--- src/rtl/noc_pkg.sv ---
// noc_pkg: link-level constants and types shared by the NoC sender,
// input buffer and router stages.
//   FLIT_W            - link data width in bits
//   flit_t            - one flit on the link
//   DEFAULT_BUF_DEPTH - receive buffer entries, and so the sender's initial credit count
package noc_pkg;

   localparam int unsigned FLIT_W            = 16;
   localparam int unsigned DEFAULT_BUF_DEPTH = 4;

   typedef logic [FLIT_W-1:0] flit_t;

endpackage

--- src/rtl/noc_fifo.sv ---
// noc_fifo: first-word-fall-through FIFO used as NoC link receive storage.
//   clk, rst : clock and synchronous active-high reset
//   push     : write din at the tail; the caller guarantees !full || pop
//   pop      : drop the head entry; the caller guarantees !empty
//   din      : write data
//   dout     : head entry, or zero when empty
//   count    : occupancy, 0..DEPTH
//   full     : count == DEPTH
//   empty    : count == 0
module noc_fifo
   import noc_pkg::*;
#(
   parameter int unsigned W     = FLIT_W,
   parameter int unsigned DEPTH = DEFAULT_BUF_DEPTH
) (
   input  logic                       clk,
   input  logic                       rst,
   input  logic                       push,
   input  logic                       pop,
   input  logic [W-1:0]               din,
   output logic [W-1:0]               dout,
   output logic [$clog2(DEPTH+1)-1:0] count,
   output logic                       full,
   output logic                       empty
);

   localparam int unsigned PW = $clog2(DEPTH);
   localparam int unsigned CW = $clog2(DEPTH+1);

   logic [W-1:0]  mem [DEPTH];
   logic [PW-1:0] wr_ptr;
   logic [PW-1:0] rd_ptr;

   // Storage holds no reset: after reset the pointers and count mark every
   // entry invalid, and dout is forced to zero while empty.
   always_ff @(posedge clk) begin
      if (push) begin
         mem[wr_ptr] <= din;
      end
   end

   // DEPTH is a power of two, so the pointers wrap modulo DEPTH by overflowing.
   always_ff @(posedge clk) begin
      if (rst) begin
         wr_ptr <= '0;
         rd_ptr <= '0;
         count  <= '0;
      end else begin
         if (push) begin
            wr_ptr <= wr_ptr + 1'b1;
         end
         if (pop) begin
            rd_ptr <= rd_ptr + 1'b1;
         end
         case ({push, pop})
            2'b10:   count <= count + 1'b1;
            2'b01:   count <= count - 1'b1;
            default: count <= count;
         endcase
      end
   end

   always_comb begin
      empty = (count == '0);
      full  = (count == CW'(DEPTH));
      dout  = empty ? '0 : mem[rd_ptr];
   end

endmodule

--- src/rtl/noc_input_buffer.sv ---
// noc_input_buffer: receive side of a credit-based NoC link.
//   clk, rst  : clock and synchronous active-high reset
//   in_enable : flit valid from the upstream sender
//   in_data   : flit payload from the upstream sender
//   in_credit : one-cycle credit pulse per flit that left the buffer
//   out_valid : buffer holds at least one flit
//   out_data  : head flit, zero when empty
//   out_ready : downstream takes the head flit this cycle
//   count     : buffer occupancy
//   overflow  : sticky; a flit arrived while full with no pop in that cycle
module noc_input_buffer #(
   parameter int unsigned FLIT_W = noc_pkg::FLIT_W,
   parameter int unsigned DEPTH  = noc_pkg::DEFAULT_BUF_DEPTH
) (
   input  logic                       clk,
   input  logic                       rst,
   input  logic                       in_enable,
   input  logic [FLIT_W-1:0]          in_data,
   output logic                       in_credit,
   output logic                       out_valid,
   output logic [FLIT_W-1:0]          out_data,
   input  logic                       out_ready,
   output logic [$clog2(DEPTH+1)-1:0] count,
   output logic                       overflow
);

   logic push;
   logic pop;
   logic full;
   logic empty;

   noc_fifo #(
      .W     (FLIT_W),
      .DEPTH (DEPTH)
   ) u_fifo (
      .clk   (clk),
      .rst   (rst),
      .push  (push),
      .pop   (pop),
      .din   (in_data),
      .dout  (out_data),
      .count (count),
      .full  (full),
      .empty (empty)
   );

   // A pop in the same cycle frees the head slot, so a write while full is
   // still accepted as long as the head leaves.
   always_comb begin
      out_valid = !empty;
      pop       = out_valid && out_ready;
      push      = in_enable && (!full || pop);
   end

   always_ff @(posedge clk) begin
      if (rst) begin
         in_credit <= 1'b0;
         overflow  <= 1'b0;
      end else begin
         in_credit <= pop;
         if (in_enable && full && !pop) begin
            overflow <= 1'b1;
         end
      end
   end

endmodule

--- config.mk ---
export PLATFORM = sky130hd
export DESIGN_NAME = noc_input_buffer
export DESIGN_NICKNAME = d
export VERILOG_FILES = /design/src/rtl/noc_pkg.sv /design/src/rtl/noc_fifo.sv /design/src/rtl/noc_input_buffer.sv
export SDC_FILE = /design/constraint.sdc
export NUM_CORES = 1
export LEC_CHECK = 0
export ABC_AREA = 1
export BUFFER_PORTS_ARGS = -buffer_cell sky130_fd_sc_hd__buf_2
export CORE_MARGIN = 2
export CORE_UTILIZATION = 39
export DETAILED_ROUTE_END_ITERATION = 7
export SLEW_MARGIN = 20
export SYNTH_ARGS = -nofsm -noshare
export SYNTH_HDL_FRONTEND = slang
export SYNTH_HIERARCHICAL = 1
export SYNTH_SLANG_ARGS = --single-unit
--- constraint.sdc ---
create_clock -name clk -period 7.3 [get_ports clk]
set_clock_uncertainty 0.15 [all_clocks]
set_input_delay 1.095 -clock clk [delete_from_list [all_inputs] [get_ports clk]]
set_output_delay 1.095 -clock clk [all_outputs]
set_load 0.01 [all_outputs]
Yosys cells after proc, flatten, opt, wreduce, memory -nomap -nowiden
Memory sizes are Yosys's and may differ from the RTL's. A register that Yosys moved wholly into a read port is not among the register bits.
Index checks and enable logic that the tools add are counted.

storage, ports and cells
  memory bits (writable) = 64
  memories = 1
  output and inout port bits = 22
  register bits = 9

operators by class
  reductions and logical operators = 10
  multiplexer cells = 6
  equal/unequal tests = 3
  add/subtract/negate cells = 4

memory list
  name        depth  bits a word  read ports  clocked after Yosys merged registers in  wr ports  RTL line        source
  u_fifo.mem  4      16           1           1                                        1         noc_fifo.sv:30  logic [W-1:0] mem [DEPTH];

operators by type and width
  cell                 count
  $mux 16              1
  $pmux 3 s2           1
  $add 2x1->2 const B  2
  $logic_and 1x1->1    4
  $mux 2               2
  $add 3x1->3 const B  1
  $eq 3x3->1 const B   1
  $logic_not 1->1      3
  $logic_not 3->1      1
  $sub 3x1->3 const B  1
  $eq 2x1->1 const B   1
  $eq 2x2->1 const B   1
  $mux 1               2
  $reduce_bool 2->1    1
  $logic_or 1x1->1     1

Depth between registers and ports, before layout
Gate-level depths: netlist of the first run.

  word-level depth = 7
  gate-level depth with buffers = 15

Modules after synthesis
The synthesis of the first run kept the hierarchy.

by module, submodules not included
  module            instances  cells an instance  area an instance (um2)
  noc_fifo          1          263                3042.9
  noc_input_buffer  1          12                 96.3

Least setup slack after synthesis of the first run
Ideal clock, no wire load.

  path type = input to register
  start = input port out_ready
  end = register u_fifo.count[1]
  data arrival time = 2.329 ns
  path slack = 4.752 ns
  stages on the path = 7
  cells stage by stage = nand2_4 > a21boi_1 > inv_1 > ha_1 > inv_1 > fa_1 > a21oi_1

on the way
  longest elaborated chain between the ends = 5

ends and longest elaborated chain
  item                                                    RTL line                source
  from (decl)                                             noc_input_buffer.sv:22  input logic out_ready,
  $logic_and 1x1->1 *                                     noc_input_buffer.sv:51  pop = out_valid && out_ready;
  $logic_or 1x1->1 *                                      noc_input_buffer.sv:52  push = in_enable && (!full || pop);
  $logic_and 1x1->1 *                                     noc_input_buffer.sv:52
  via push                                                noc_input_buffer.sv:27  logic push;
  $eq 2x1->1 / $eq 2x2->1 (equally long branches)         noc_fifo.sv:55          case ({push, pop})
  $pmux 3 s2 / $reduce_bool 2->1 (equally long branches)  n/a
  to (signal assigned)                                    noc_fifo.sv:56          2'b10: count <= count + 1'b1;
  to (signal assigned)                                    noc_fifo.sv:57          2'b01: count <= count - 1'b1;
  to (signal assigned)                                    noc_fifo.sv:58          default: count <= count;
  to (decl)                                               noc_fifo.sv:22          output logic [$clog2(DEPTH+1)-1:0] count,

The timed path passes the listed nets; every way through them passes the cells marked *.
A chain may end at the register's enable or synchronous reset.

==> results.py, run 1 <==
metrics = {
    "logic_synthesis": {
        "synth_area_leader_cell": "edfxtp_1",
        "yosysSeqAreaShare_pct": 68.2,
        "synthesis.nets": 301,
        "synth_cells": 275,
        "synth_top_area_share_pct": 61.2,
        "synth_area_sq_um": 3140,
        "synth_top_family_by_area": "simple AND/OR/NAND/NOR gates",
        "yosys_warnings": 6,
        "synth_area_leaders": "edfxtp_1, nand2_1, dfxtp_1",
        "synth_compound_area_share_pct": 8.45,
        "synthAdderAreaFrac_pct": 2.63,
        "post_synth_and_or_nand_nor_area_fraction_pct": 14.7,
        "avgSynthCellArea_sq_um": 11.4,
        "synth-xor-area-share_pct": 0,
        "ys_ff_latch": 75,
        "synth.distinct_cells": 23,
        "synth_mux_area_share_pct": 0,
    },
    "worst_hold_path": {
        "min_to": "overflow",
        "worstHoldPathCells": 2,
        "min_from": "overflow",
        "hold_path_class": "flip-flop to flip-flop",
    },
    "detailed_routing": {
        "wirelength_mm": 6.00,
        "drt_pass1_iterations": 4,
        "avgRoutedWirePerCell_um": 14.2,
        "final_antenna_net_count": 0,
        "viasPerCell": 4.70,
        "drtIter0Drc": 117,
        "vias": 1988,
        "drt_drc_violations_left": 0,
    },
    "critical_path": {
        "reg2reg_to": "u_fifo/count[2]",
        "r2r-start": "u_fifo/count[2]",
        "worst_setup_path_end_kind": "primary output",
        "slowest_delay_ns": 0.75,
        "cpMaxStageDelayCell": "inv_1",
        "start_kind": "flip-flop",
        "worst_ep_required_time_ns": 6.05,
        "reg2regPathDepth": 14,
        "path_max_fanout": 32,
        "worstPathArrival_ns": 1.92,
        "rrSetupSlack_ns": 4.34,
        "path_cells": "inv_1, nor2_1, o21ai_1, a21oi_2, buf_2",
        "crit_family": "buffers and inverters",
        "crit_type": "flip-flop to primary output",
        "crit_cells": 5,
        "crit_buf_inv": 2,
    },
    "cts": {
        "clock_path_buffers": 2,
        "cts_root_buf": "clkbuf_8",
        "cts_tree": "yes",
        "postCtsHoldBufs": 0,
        "htreeDepth": 3,
        "clk_latency_ns": 0.33,
        "clk_pin_slew_ns": 0.07,
        "cts_buffers": 9,
        "cts_setup_buffers": 0,
        "cts_resized": 0,
        "cts.sinks": 75,
    },
    "power": {
        "vdd_drop_max_mv": 0.128,
        "p_sw_mw": 0.406,
        "p_int_mw": 0.781,
        "power_frac_seq_pct": 44.7,
        "power.share.clock_pct": 25.3,
        "switching_share_pct": 34.2,
        "p_per_area_nw_per_um2": 333,
        "pwr-share-comb_pct": 30.0,
        "p_leak_nw": 1.47,
    },
    "sta": {
        "setup_tns_ns": 0,
        "period_minus_slack_ns": 3.17,
        "slew-limit-headroom_pct": 29.8,
        "fmax_ghz": 0.315,
        "rsz0062_at_grt": "no",
        "maxSlewViolCount": 0,
        "worstMarginPinSlew_ns": 1.05,
        "hold_viol": 0,
        "setup_ws_ns": 4.13,
        "setup_viol": 0,
        "period_share_pct": 43.4,
        "whs_ns": 0.308,
    },
    "floorplanning": {
        "die_h_um": 93.7,
        "num_rows": 32,
        "fp.dieW_um": 93.7,
        "top_level_ports": 42,
        "coreArea_sq_um": 7770,
        "dieArea_sq_um": 8780,
        "initial_utilization_pct": 40.4,
    },
    "finish": {
        "fin_cells": 423,
        "final_cell_mix": "nand2_1, edfxtp_1, buf_2, nor2_1, inv_1",
        "area_delta_synth_final_pct": 13.5,
        "nFillCells": 734,
        "seqCellArea_sq_um": 2140,
        "drive_gt1_share_pct": 22.1,
        "multiInputGateArea_sq_um": 811,
        "layout_commonest_cell": "nand2_1",
        "design_area_sq_um": 3560,
        "fin_nets": 343,
        "n_antenna_cell": 0,
    },
    "place": {
        "placed_cells": 408,
        "hpwl_mm": 3.54,
        "dpl_cell_area_sq_um": 3380,
        "place_congestion": 0.722,
        "preCtsSetupSlack_ns": 4.35,
        "numPortBuffers": 41,
    },
    "global_route": {
        "antenna_found_initial": 0,
        "grt-ovfl-total": 0,
        "grt_max_degree": 34,
        "grt_pass1_wl_mm": 9.50,
        "grt_pass1_vias": 1961,
        "grt_usage_pct": 14.7,
    },
    "run": {
        "maxCapViolations": 0,
    },
    "status": {
        "outcome": "finished clean",
    },
}
==> per-stage QoR <==
stage | power (mW) | utilization, %
global route | 1.26 | 45.9
CTS | 1.20 | 45.9
finish | 1.19 | 45.9
floorplan | 0.802 | -
global placement | 0.898 | 43.5
detailed placement | 0.902 | 43.5
==> cell type report <==
cell class,count,share of cell area [%]
Clock buffer,9,3.48
Clock inverter,6,1.62
Inverter,22,2.46
Multi-Input combinational cell,167,22.8
Sequential cell,75,60.1
Tap cell,102,3.58
Timing Repair Buffer,42,5.97
==> power groups by stage <==
stage	sequential (mW)	combinational [mW]	clock (mW)
2_1_floorplan	0.541	0.261	0
3_3_place_gp	0.538	0.360	0
3_5_place_dp	0.540	0.362	0
4_1_cts	0.531	0.364	0.308
5_1_grt	0.535	0.401	0.327
6_report	0.531	0.356	0.300
==> flip-flops by register name, summed over array words and instances (netlist names), named ones only <==
| signal | cells |
|---|---|
| u_fifo/mem | 64 |
| u_fifo/count | 3 |
| u_fifo/rd_ptr | 2 |
| in_credit | 1 |
| overflow | 1 |
| u_fifo/wr_ptr | 2 |
==> routing by layer <==
metal  GRT usage (%)  wire length (um)
met1            17.8              2730
met2            24.8              2950
met3            2.57               181
met4            8.21               137
met5               0                 0
==> cell usage after synthesis (all sizes together) <==
master and number:
a21boi 1, a21oi 22, buf 11, clkinv 1, dfxtp 11, edfxtp 64
fa 1, ha 5, inv 21, nand2 76, nand3 1, nand4 1
nor2 36, nor3 2, o21ai 22
==> kinds of logic after synthesis <==
logic type	Yosys count
flops	75
fa+ha+maj	6
simple gates	116
compound gates	45
buf+inv	33
==> worst max path at each step <==
stage	from	end	slack, ns
5_1_grt	flip-flop	out_data[1]	3.92
3_5_place_dp	u_fifo/count[2]	u_fifo/count[2]	4.35
4_1_cts	u_fifo/count[2]	out_data[15]	4.10
6_report	flip-flop	out_data[6]	4.13
2_1_floorplan	out_ready	u_fifo/count[1]	4.75
3_3_place_gp	u_fifo/count[2]	u_fifo/count[2]	4.43
==> worst register-to-register path: stages (launching register included) <==
cell      delay, ns
dfxtp_1        0.36
nor3_4         0.87
inv_2          0.11
nand2_4        0.12
a21boi_1       0.12
inv_1          0.16
ha_1           0.19
inv_1          0.07
fa_1           0.38
inv_1          0.08
nand2_1        0.07
nand3_1        0.07
nand2_1        0.05
inv_1          0.04
nor2_1         0.03
(Power assumes the default switching activity.)
==> run 2, diff against run 1 <==
clock period = 3.18 ns   (was 7.3 ns; I/O delays follow)
==> run 2 against run 1 <==
  * Worst setup slack worse by 3.5 ns
  * Clock power grew 110%
  * Critical path type unchanged
  * Cell area increased by 0.25%
  * Worst hold slack lost 0.13 ns
  * Sequential cell count stayed put
  * First-iteration DRC count decreased by 16%
  * Via count shrank 1.8%
  * Sequential share of layout area is 0.15 points lower
  * Register-to-register slack got worse by 3.4 ns
==> results.py, run 2 (same netlist as run 1, synthesis figures left out) <==
metrics = {
    "status": {
        "outcome": "finished clean",
    },
    "sta": {
        "whs_ns": 0.176,
        "rsz0062_at_grt": "no",
        "setup_tns_ns": 0,
        "setup_viol": 0,
        "maxSlewViolCount": 0,
        "slew-limit-headroom_pct": 47.3,
        "hold_viol": 0,
        "worstMarginPinSlew_ns": 0.789,
        "fmax_ghz": 0.391,
        "period_share_pct": 80.4,
        "period_minus_slack_ns": 2.56,
    },
    "finish": {
        "area_delta_synth_final_pct": 13.8,
        "fin_nets": 346,
        "reg_top3": "u_fifo/mem x64, u_fifo/count x3",
        "largest_register": "u_fifo/mem",
        "largest_register_ffs": 64,
        "fin_cells": 427,
        "design_area_sq_um": 3570,
        "layout_commonest_cell": "nand2_1",
        "n_antenna_cell": 0,
        "drive_gt1_share_pct": 23.1,
        "nFillCells": 713,
        "post-route-util_pct": 46.0,
        "final_cell_mix": "nand2_1, edfxtp_1, buf_2, nor2_1, inv_1",
    },
    "cts": {
        "htreeDepth": 3,
        "cts_resized": 0,
        "cts.sinks": 75,
        "cts_setup_buffers": 0,
        "cts_buffers": 9,
        "postCtsHoldBufs": 0,
        "clk_pin_slew_ns": 0.07,
        "cts_tree": "yes",
        "clock_path_buffers": 2,
        "clk_latency_ns": 0.33,
        "cts_root_buf": "clkbuf_8",
    },
    "detailed_routing": {
        "viasPerCell": 4.57,
        "drtIter0Drc": 98,
        "drt_pass1_iterations": 4,
        "avgRoutedWirePerCell_um": 13.5,
        "final_antenna_net_count": 0,
        "wirelength_mm": 5.75,
        "drt_drc_violations_left": 0,
        "vias": 1952,
    },
    "global_route": {
        "grt_pass1_wl_mm": 9.24,
        "grt_usage_pct": 14.2,
        "grt-ovfl-total": 0,
        "grt_pass1_vias": 1876,
        "antenna_found_initial": 0,
        "grt_max_degree": 33,
    },
    "place": {
        "dpl_cell_area_sq_um": 3400,
        "hpwl_mm": 3.60,
        "numPortBuffers": 41,
        "place_congestion": 0.698,
        "placed_cells": 411,
    },
    "floorplanning": {
        "die_h_um": 93.7,
        "coreArea_sq_um": 7770,
        "fp.dieW_um": 93.7,
        "dieArea_sq_um": 8780,
        "initial_utilization_pct": 40.4,
        "top_level_ports": 42,
        "num_rows": 32,
    },
    "critical_path": {
        "worst_setup_path_end_kind": "primary output",
        "crit_end": "out_data[15]",
        "reg2reg_to": "u_fifo/count[2]",
        "start_kind": "flip-flop",
        "worstPathArrival_ns": 1.93,
        "rrSetupSlack_ns": 0.90,
        "r2r-start": "u_fifo/count[2]",
        "reg2regPathDepth": 12,
        "path_max_fanout": 19,
        "worst_ep_required_time_ns": 2.55,
        "crit_type": "flip-flop to primary output",
    },
    "run": {
        "maxCapViolations": 0,
    },
    "worst_hold_path": {
        "hold_path_class": "primary input to flip-flop",
    },
    "power": {
        "vdd_drop_max_mv": 0.227,
        "p_leak_nw": 1.48,
        "p_per_area_nw_per_um2": 745,
    },
}
==> run 2: cell types whose count changed in the layout (fill, tap and decap cells not counted) <==
| cell | delta |
|---|---|
| bufinv_16 | -1 |
| buf_4 | +3 |
| clkinvlp_4 | +1 |
| inv_6 | +1 |
==> run 2: power by group <==
| group | total [mW] | internal, mW | leakage (nW) | switching [mW] |
|---|---|---|---|---|
| registers | 1.24 | 1.17 | 0.678 | 0.0663 |
| logic | 0.805 | 0.281 | 0.713 | 0.523 |
| clock network | 0.617 | 0.280 | 0.0868 | 0.337 |
==> run 2: worst min path at each step <==
stage                                 from               end  slack (ns)  depth (start not counted)
after CTS                              rst          overflow        0.16                          2
after global routing                   rst          overflow        0.17                          2
final                                  rst          overflow        0.18                          2
after detailed placement  u_fifo/rd_ptr[1]         flip-flop        0.28                          1
after floorplan           u_fifo/rd_ptr[1]         flip-flop        0.26                          1
after global placement    u_fifo/rd_ptr[1]  u_fifo/rd_ptr[1]        0.27                          1
==> run 2: cell type report <==
type	instances	area, sq um	area share (%)
clock buffers	9	124	3.47
repair buffers	45	235	6.59
well taps	102	128	3.57
inverters	22	87.6	2.45
flip-flops and latches	75	2140	60.0
multi-input cells	167	811	22.7
clock inverters	7	43.8	1.23
==> run 2: layer usage <==
layer / vias to the layer above / GRT usage (%) / share of wire [%]
li1: 1004 / - / -
met1: 899 / 17.7 / 44
met2: 44 / 24.0 / 51
met3: 5 / 2.81 / 3.8
met4: 0 / 6.16 / 1.1
met5: - / 0 / 0
==> run 2: stage by stage <==
stage | power [mW] | setup slack [ns]
after detailed placement | 2.09 | 0.891
after CTS | 2.70 | 0.531
after global placement | 2.07 | 0.940
after global routing | 2.85 | 0.389
final | 2.66 | 0.625
after floorplan | 1.84 | 0.814
==> run 2: critical path, stage by stage (launching register included) <==
cell and delay, ns:
dfxtp_1 0.80, buf_4 0.29, nor2_1 0.06, nor2_1 0.07, o21ai_1 0.07, a21oi_1 0.16, buf_2 0.15
